===== config.mk =====
export PLATFORM = sky130hd
export DESIGN_NAME = seg7_scan_display
export DESIGN_NICKNAME = d
export VERILOG_FILES = /design/src/rtl/seg7_scan_display.sv
export SDC_FILE = /design/constraint.sdc
export NUM_CORES = 1
export LEC_CHECK = 0
export ABC_AREA = 0
export CORE_MARGIN = 1
export CORE_UTILIZATION = 40
export DETAILED_ROUTE_END_ITERATION = 10
export GPL_ROUTABILITY_DRIVEN = 0
export HOLD_SLACK_MARGIN = 0.12
export SLEW_MARGIN = 20
export SYNTH_ARGS = -nofsm -noshare
export SYNTH_HDL_FRONTEND = slang
export SYNTH_SLANG_ARGS = --single-unit
export TNS_END_PERCENT = 100

===== constraint.sdc =====
create_clock -name clk -period 3.83 [get_ports clk]
set_input_delay 0.766 -clock clk [delete_from_list [all_inputs] [get_ports clk]]
set_output_delay 0.766 -clock clk [all_outputs]
set_load 0.005 [all_outputs]

===== src/rtl/seg7_scan_display.sv =====
// Four-digit multiplexed 7-segment driver: accepts a binary value by valid/ready,
// converts it to BCD with a serial double-dabble and scans it out with blanking.
module seg7_scan_display #(
  parameter int REFRESH_DIV  = 50000,
  parameter int BLANK_CYCLES = 500,
  parameter bit SEG_ACT_LOW  = 1'b1,
  parameter bit AN_ACT_LOW   = 1'b1
) (
  input  logic        clk,
  input  logic        rst,
  input  logic [13:0] value,
  input  logic [3:0]  dp_en,
  input  logic        value_valid,
  output logic        value_ready,
  output logic [6:0]  seg,
  output logic        dp,
  output logic [3:0]  an
);

  localparam int DW = $clog2(REFRESH_DIV + 1);
  localparam logic [DW-1:0] DIV_MAX   = DW'(REFRESH_DIV - 1);
  localparam logic [DW-1:0] BLANK_END = DW'(BLANK_CYCLES);

  localparam logic [0:0] ST_IDLE  = 1'b0;
  localparam logic [0:0] ST_SHIFT = 1'b1;

  logic [0:0]  state;
  logic [13:0] shift_bin;
  logic [15:0] shift_bcd;
  logic [3:0]  shift_cnt;
  logic [3:0]  dp_lat;
  logic        ovf_lat;
  logic [15:0] disp_bcd;
  logic [3:0]  disp_dp;
  logic        disp_ovf;

  logic [15:0] bcd_adj;
  logic [15:0] bcd_next;
  logic [13:0] bin_next;

  // Double-dabble step: add 3 to every nibble >= 5, then shift the whole pair left.
  always_comb begin
    bcd_adj = shift_bcd;
    for (int i = 0; i < 4; i++) begin
      if (shift_bcd[4*i +: 4] >= 4'd5) bcd_adj[4*i +: 4] = shift_bcd[4*i +: 4] + 4'd3;
    end
  end

  assign {bcd_next, bin_next} = {bcd_adj[14:0], shift_bin, 1'b0};

  always_ff @(posedge clk) begin
    if (rst) begin
      state       <= ST_IDLE;
      value_ready <= 1'b0;
      shift_bin   <= '0;
      shift_bcd   <= '0;
      shift_cnt   <= '0;
      dp_lat      <= '0;
      ovf_lat     <= 1'b0;
      disp_bcd    <= '0;
      disp_dp     <= '0;
      disp_ovf    <= 1'b0;
    end else begin
      case (state)
        ST_IDLE: begin
          value_ready <= 1'b1;
          if (value_valid && value_ready) begin
            shift_bin   <= value;
            shift_bcd   <= '0;
            shift_cnt   <= '0;
            dp_lat      <= dp_en;
            ovf_lat     <= (value > 14'd9999);
            value_ready <= 1'b0;
            state       <= ST_SHIFT;
          end
        end
        default: begin
          shift_bcd <= bcd_next;
          shift_bin <= bin_next;
          shift_cnt <= shift_cnt + 4'd1;
          // Last shift: commit digits, dp and overflow together so the display never tears.
          if (shift_cnt == 4'd13) begin
            disp_bcd    <= bcd_next;
            disp_dp     <= dp_lat;
            disp_ovf    <= ovf_lat;
            value_ready <= 1'b1;
            state       <= ST_IDLE;
          end
        end
      endcase
    end
  end

  function automatic logic [6:0] seg_encode(input logic [3:0] d);
    case (d)
      4'd0:    seg_encode = 7'h3F;
      4'd1:    seg_encode = 7'h06;
      4'd2:    seg_encode = 7'h5B;
      4'd3:    seg_encode = 7'h4F;
      4'd4:    seg_encode = 7'h66;
      4'd5:    seg_encode = 7'h6D;
      4'd6:    seg_encode = 7'h7D;
      4'd7:    seg_encode = 7'h07;
      4'd8:    seg_encode = 7'h7F;
      4'd9:    seg_encode = 7'h6F;
      default: seg_encode = 7'h00;
    endcase
  endfunction

  logic [DW-1:0] div;
  logic [1:0]    slot;
  logic [3:0]    lz_blank;
  logic [3:0]    cur_digit;
  logic [6:0]    pat;
  logic          dp_on;
  logic [3:0]    an_on;

  // A digit is a leading zero when it and every digit above it are zero; digit 0 always shows.
  always_comb begin
    lz_blank    = 4'b0000;
    lz_blank[3] = (disp_bcd[15:12] == 4'd0);
    lz_blank[2] = lz_blank[3] && (disp_bcd[11:8] == 4'd0);
    lz_blank[1] = lz_blank[2] && (disp_bcd[7:4] == 4'd0);
  end

  always_comb begin
    cur_digit = disp_bcd[{slot, 2'b00} +: 4];
    pat       = disp_ovf ? 7'h40 : (lz_blank[slot] ? 7'h00 : seg_encode(cur_digit));
    dp_on     = disp_dp[slot];
    an_on     = 4'b0001 << slot;
    if (div < BLANK_END) begin
      pat   = 7'h00;
      dp_on = 1'b0;
      an_on = 4'b0000;
    end
  end

  always_ff @(posedge clk) begin
    if (rst) begin
      div  <= '0;
      slot <= 2'd0;
      an   <= {4{AN_ACT_LOW}};
      seg  <= {7{SEG_ACT_LOW}};
      dp   <= SEG_ACT_LOW;
    end else begin
      an  <= an_on ^ {4{AN_ACT_LOW}};
      seg <= pat ^ {7{SEG_ACT_LOW}};
      dp  <= dp_on ^ SEG_ACT_LOW;
      if (div == DIV_MAX) begin
        div  <= '0;
        slot <= slot + 2'd1;
      end else begin
        div <= div + 1'b1;
      end
    end
  end

endmodule


==> results of run 1 <==
sequential cells by signal, indices dropped and copies added (netlist names), 2 cells and up:
name and count:
slot 2, seg 7, div 16, disp_dp 4, shift_bcd 16, disp_bcd 16
dp_lat 4, an 4, shift_cnt 4, shift_bin 14
cells by family (layout without fill, tap and decap cells):
| group | Yosys count | in the layout | synth area share (%) |
|---|---|---|---|
| buf+inv | 47 | 72 | 4.60 |
| fa+ha+maj | 20 | 20 | 5.90 |
| xor+xnor | 19 | 19 | 3.92 |
| flops | 92 | 92 | 43.4 |
| mux | 18 | 18 | 5.72 |
| simple gates | 215 | 215 | 23.2 |
| compound gates | 101 | 101 | 13.2 |
how the worst min path moves through the flow:
stage / startpoint / end / slack (ns) / depth (start not counted)
after floorplan: div[0] / div[0] / 0.43 / 1
after global placement: div[0] / div[0] / 0.44 / 1
after detailed placement: disp_dp[2] / disp_dp[2] / 0.44 / 2
after CTS: disp_dp[2] / disp_dp[2] / 0.45 / 2
after global routing: disp_bcd[10] / disp_bcd[10] / 0.49 / 2
final: disp_dp[2] / disp_dp[2] / 0.45 / 2
layer usage:
metal	vias to the layer above	GRT usage, %
li1	1788	-
met1	1588	21.1
met2	45	26.3
met3	8	3.74
met4	0	6.24
met5	-	0
cells in the final DEF (no fill, tap or decap), types with 2 or more instances in the layout:
master | synthesis | layout
and4_1 | 2 | 2
xor2_1 | 7 | 7
a31oi_1 | 2 | 2
clkbuf_1 | 20 | 3
nor2b_1 | 4 | 4
a21oi_1 | 66 | 66
o21ai_1 | 4 | 4
buf_4 | 0 | 6
a21o_1 | 2 | 2
inv_1 | 18 | 18
mux4_2 | 5 | 5
o21ai_0 | 13 | 13
a311oi_1 | 3 | 3
nand3_1 | 31 | 31
clkbuf_8 | 0 | 11
nand2_1 | 66 | 66
and3_1 | 10 | 10
ha_1 | 20 | 20
nor3b_1 | 5 | 5
dfxtp_1 | 92 | 92
nor4_1 | 4 | 4
nor2_1 | 67 | 67
mux2i_1 | 13 | 13
a211oi_1 | 5 | 5
xnor2_1 | 12 | 12
nor3_1 | 12 | 12
nand4_1 | 3 | 3
nand2b_1 | 5 | 5
clkdlybuf4s50_1 | 0 | 32
report_power, final:
| part | switching, mW | internal (mW) | leakage (nW) |
|---|---|---|---|
| Combinational | 0.0612 | 0.0458 | 0.909 |
| Sequential | 0.0172 | 0.972 | 0.744 |
| Clock | 0.323 | 0.269 | 0.0828 |
| Total | 0.402 | 1.29 | 1.74 |
final cells by class:
type / instances / area [um2] / area share, %
Multi-Input combinational cell: 373 / 2200 / 45.7
Sequential cell: 92 / 1840 / 38.2
Timing Repair Buffer: 39 / 370 / 7.68
Tap cell: 136 / 170 / 3.53
Clock buffer: 14 / 163 / 3.37
Inverter: 18 / 67.6 / 1.40
Clock inverter: 1 / 7.51 / 0.156
metrics by stage:
step | instances | instance area (um2)
after floorplan | 512 | 4240
after global placement | 658 | 4650
after detailed placement | 658 | 4650
after CTS | 673 | 4820
after global routing | 673 | 4820
final | 673 | 4820
==> flow_summary.yaml, run 1 <==
synthesis:
  syn_inst: 512
  synthesis.nets: 553
  syn_area_per_cell_um2: 8.28
  netlist_area_um2: 4240
  yosys-top-cells-area: "dfxtp_1, a21oi_1, nor2_1"
  yosys.area.top_type: "dfxtp_1"
  synthFlopType: "dfxtp_1"
  synth_seq_area_share_pct: 43.4
  synth_edf_count: 0
  yosysWarnings: 0
  synthTopCellsByCount: "dfxtp_1, nor2_1, a21oi_1, nand2_1, nand3_1"
  synth_top_area_share_pct: 43.4
  yosysMostFrequentCell: "dfxtp_1"
  ys_ff_latch: 92
  synth_cell_types: 41
  async_flop_share_pct: 0
sta:
  hold_viol_final: 0
  setup_slack_ns: 1.41
  min_period_over_period_pct: 63.1
  worstMarginPinSlew_ns: 0.737
  fmax_mhz: 414
  tns_ns: 0
  rsz0062_at_grt: "false"
  report.final.slew_viol_count: 0
  max_slew_margin_pct: 50.7
  finalSetupViolCount: 0
  skew_ns: 0.00596
  final.min_clock_period_ns: 2.42
  fin_hold_ws_ns: 0.454
worst_setup_path:
  rr_worst_depth: 4
  r2r_start: "state"
  cp_cell_sequence: "clkdlybuf4s50_1"
  worstPathRequired_ns: 3.06
  worst-path-stages: 1
  crit_family: "flip-flops"
  cp.arrival_ns: 1.65
  critPathMaxStageDelay_ns: 0.68
  critPathMaxFanout: 17
  end_kind: "output pin"
  crit_path_end: "value_ready"
  startpoint_type: "register"
  r2r_slack_ns: 1.58
  startpoint: "value_ready"
  r2r-end: "disp_bcd[7]"
  path_buf_inv: 1
  cp_slowest_cell: "dfxtp_1"
  worst-setup-path-type: "reg2out"
cts:
  postCtsSetupBuffers: 0
  cts_sinks: 92
  htree_num_levels: 3
  clk_pin_slew_ns: 0.09
  cts_buffer_depth: 2
  cts_inserted_buffers: 9
  cts_root_buf: "clkbuf_8"
  clock_latency_ns: 0.36
  cts-resized-gates: 0
  hold_buffers: 0
  cts_tree: "done"
layout:
  utilization_pct: 46.7
  synthToLayoutAreaGrowth_pct: 13.8
  antennaDiodeCount: 0
  drive_gt1_share_pct: 5.03
  final_nets: 574
  fillerInstances: 1016
grt:
  grt_pass1_vias: 3100
  track_usage_pct: 16.3
  antenna_found_initial: 0
  grt_max_degree: 65
  grt_pass1_wl_mm: 14.5
  overflow: 0
detailed_routing:
  dr_wl_met3_um: 237
  wl_met1_mm: 4.18
  drc_errors: 0
  final_antenna_net_count: 0
  wl_mm: 8.40
  dr.pass1.iters: 4
  wl_met2_mm: 3.87
  viasPerCell: 5.10
  topRoutingLayerUsed: "met4"
  vias: 3429
  drt_iter0_markers: 181
  wl_per_cell_um: 12.5
floorplan:
  die_w_um: 105
  dieArea_um2: 11000
  io_pins: 34
  initial_core_util_pct: 41.1
  die_height_um: 105
  core-area_um2: 10300
  row_count: 37
placed_design:
  dp_worst_setup_slack_ns: 1.36
  io_buffers: 33
  dp_hpwl_mm: 5.75
pwr:
  powerDensity_nw_per_um2: 350
  vdd_ir_drop_max_uv: 174
  power_mw: 1.69
  p_leak_nw: 1.74
run_status:
  outcome: "finished, final reports clean"
hold_path:
  hp-class: "reg2reg"
run:
  drv_cap: 0
Power figures use the tool's default switching activity.
==> inputs of run 2 (changes only) <==
==> constraint.sdc (replaced) <==
create_clock -name clk -period 2 [get_ports clk]
set_input_delay 0.4 -clock clk [delete_from_list [all_inputs] [get_ports clk]]
set_output_delay 0.4 -clock clk [all_outputs]
set_load 0.005 [all_outputs]
==> flow_summary.yaml, run 2 (synthesized netlist as in run 1, its figures left out) <==
worst_setup_path:
  cp_slowest_cell: "clkdlybuf4s50_1"
  r2r_slack_ns: 0.20
  worst-setup-path-type: "reg2out"
  crit_path_end: "value_ready"
  startpoint: "value_ready"
  worst-path-stages: 1
  cp.arrival_ns: 1.42
  r2r_start: "slot[0]"
  critPathMaxStageDelay_ns: 0.56
  cp_cell_sequence: "clkdlybuf4s50_1"
  critPathMaxFanout: 8
  rr_worst_depth: 7
  r2r-end: "seg[4]"
  path_buf_inv: 1
  startpoint_type: "register"
  worstPathRequired_ns: 1.60
  end_kind: "output pin"
  crit_family: "buffers and inverters"
placed_design:
  post_dp_cell_area_um2: 4760
  dp_worst_setup_slack_ns: 0.108
  io_buffers: 33
  dp_hpwl_mm: 6.06
detailed_routing:
  wl_mm: 8.49
  drc_errors: 0
  final_antenna_net_count: 0
  drt_iter0_markers: 171
  viasPerCell: 5.07
  vias: 3478
  dr.pass1.iters: 4
  wl_per_cell_um: 12.4
sta:
  min_period_over_period_pct: 90.8
  fmax_mhz: 551
  finalSetupViolCount: 0
  hold_viol_final: 0
  worstMarginPinSlew_ns: 0.673
  tns_ns: 0
  rsz0062_at_grt: "false"
  report.final.slew_viol_count: 0
  max_slew_margin_pct: 55.1
  final.min_clock_period_ns: 1.82
  skew_ns: 0.0155
  setup_slack_ns: 0.185
cts:
  cts_buffer_depth: 2
  postCtsSetupBuffers: 0
  clk_pin_slew_ns: 0.11
  cts_sinks: 92
  htree_num_levels: 3
  clock_latency_ns: 0.36
  cts_root_buf: "clkbuf_8"
  cts_tree: "done"
  cts_inserted_buffers: 9
floorplan:
  die_w_um: 105
  core-area_um2: 10300
  dieArea_um2: 11000
  io_pins: 34
  die_height_um: 105
  initial_core_util_pct: 41.1
  row_count: 37
grt:
  overflow: 0
  grt_max_degree: 65
  grt_pass1_wl_mm: 14.7
  antenna_found_initial: 0
  track_usage_pct: 16.3
  grt_pass1_vias: 3239
pwr:
  p_leak_nw: 1.82
  powerDensity_nw_per_um2: 696
  vdd_ir_drop_max_uv: 319
hold_path:
  hold_depth: 2
  hp-class: "reg2reg"
layout:
  top_regs: "disp_bcd: 16 flops, div: 16 flops, shift_bcd: 16 flops"
  final_nets: 586
  synthToLayoutAreaGrowth_pct: 17.4
  stdcell_area_um2: 4980
  antennaDiodeCount: 0
  layout_common_cells: "dfxtp_1, nor2_1, nand2_1, a21oi_1, clkdlybuf4s50_1"
  drive_gt1_share_pct: 8.00
  mostFrequentLayoutCell: "dfxtp_1"
run:
  drv_cap: 0
run_status:
  outcome: "finished, final reports clean"
==> run 2: cell types whose count changed in the layout (fill, tap and decap cells not counted), sizes merged <==
cell / previous run / this run
bufinv: 0 / 1
clkinvlp: 1 / 2
clkinv: 0 / 1
inv: 18 / 21
buf: 7 / 19
clkbuf: 14 / 9
==> run 2: worst min path at each step <==
stage,slack [ns],from,endpoint
global placement,0.44,div[0],div[0]
global route,0.44,rst,dp
floorplan,0.43,div[0],div[0]
finish,0.46,dp_lat[2],disp_dp[2]
CTS,0.45,rst,dp
detailed placement,0.45,dp_lat[0],disp_dp[0]
==> run 2: per-stage QoR <==
step	power [mW]	utilization [%]	hold WS, ns	instances
global route	3.62	48.2	0.440	686
global placement	2.15	46.1	0.442	670
CTS	3.50	48.2	0.451	686
floorplan	2.06	-	0.426	512
finish	3.46	48.2	0.459	686
detailed placement	2.15	46.1	0.447	670
==> run 2: layout make-up <==
class,instances,area (um2)
fillers,989,5350
multi-input cells,373,2200
well taps,136,170
repair buffers,51,473
flip-flops and latches,92,1840
clock inverters,7,95.1
clock buffers,9,124
inverters,18,67.6
==> run 2: routing by layer <==
layer / track usage [%] / vias up / share of wire (%)
met5: 0 / - / 0
met2: 25.6 / 54 / 44
met4: 4.93 / 0 / 1.1
li1: - / 1819 / -
met1: 22.4 / 1596 / 51
met3: 3.37 / 9 / 3.2
==> run 2: power by group <==
group | total (mW) | switching [mW] | internal [mW]
Clock | 1.35 | 0.738 | 0.614
Combinational | 0.223 | 0.124 | 0.0990
Sequential | 1.89 | 0.0269 | 1.86
Total | 3.46 | 0.889 | 2.57
==> run 2: what timing repair did <==
action                                  4_1_cts  5_1_grt
endpoints found under the setup margin        0        4
resized for setup                             0        1
hold buffers                                  0        0
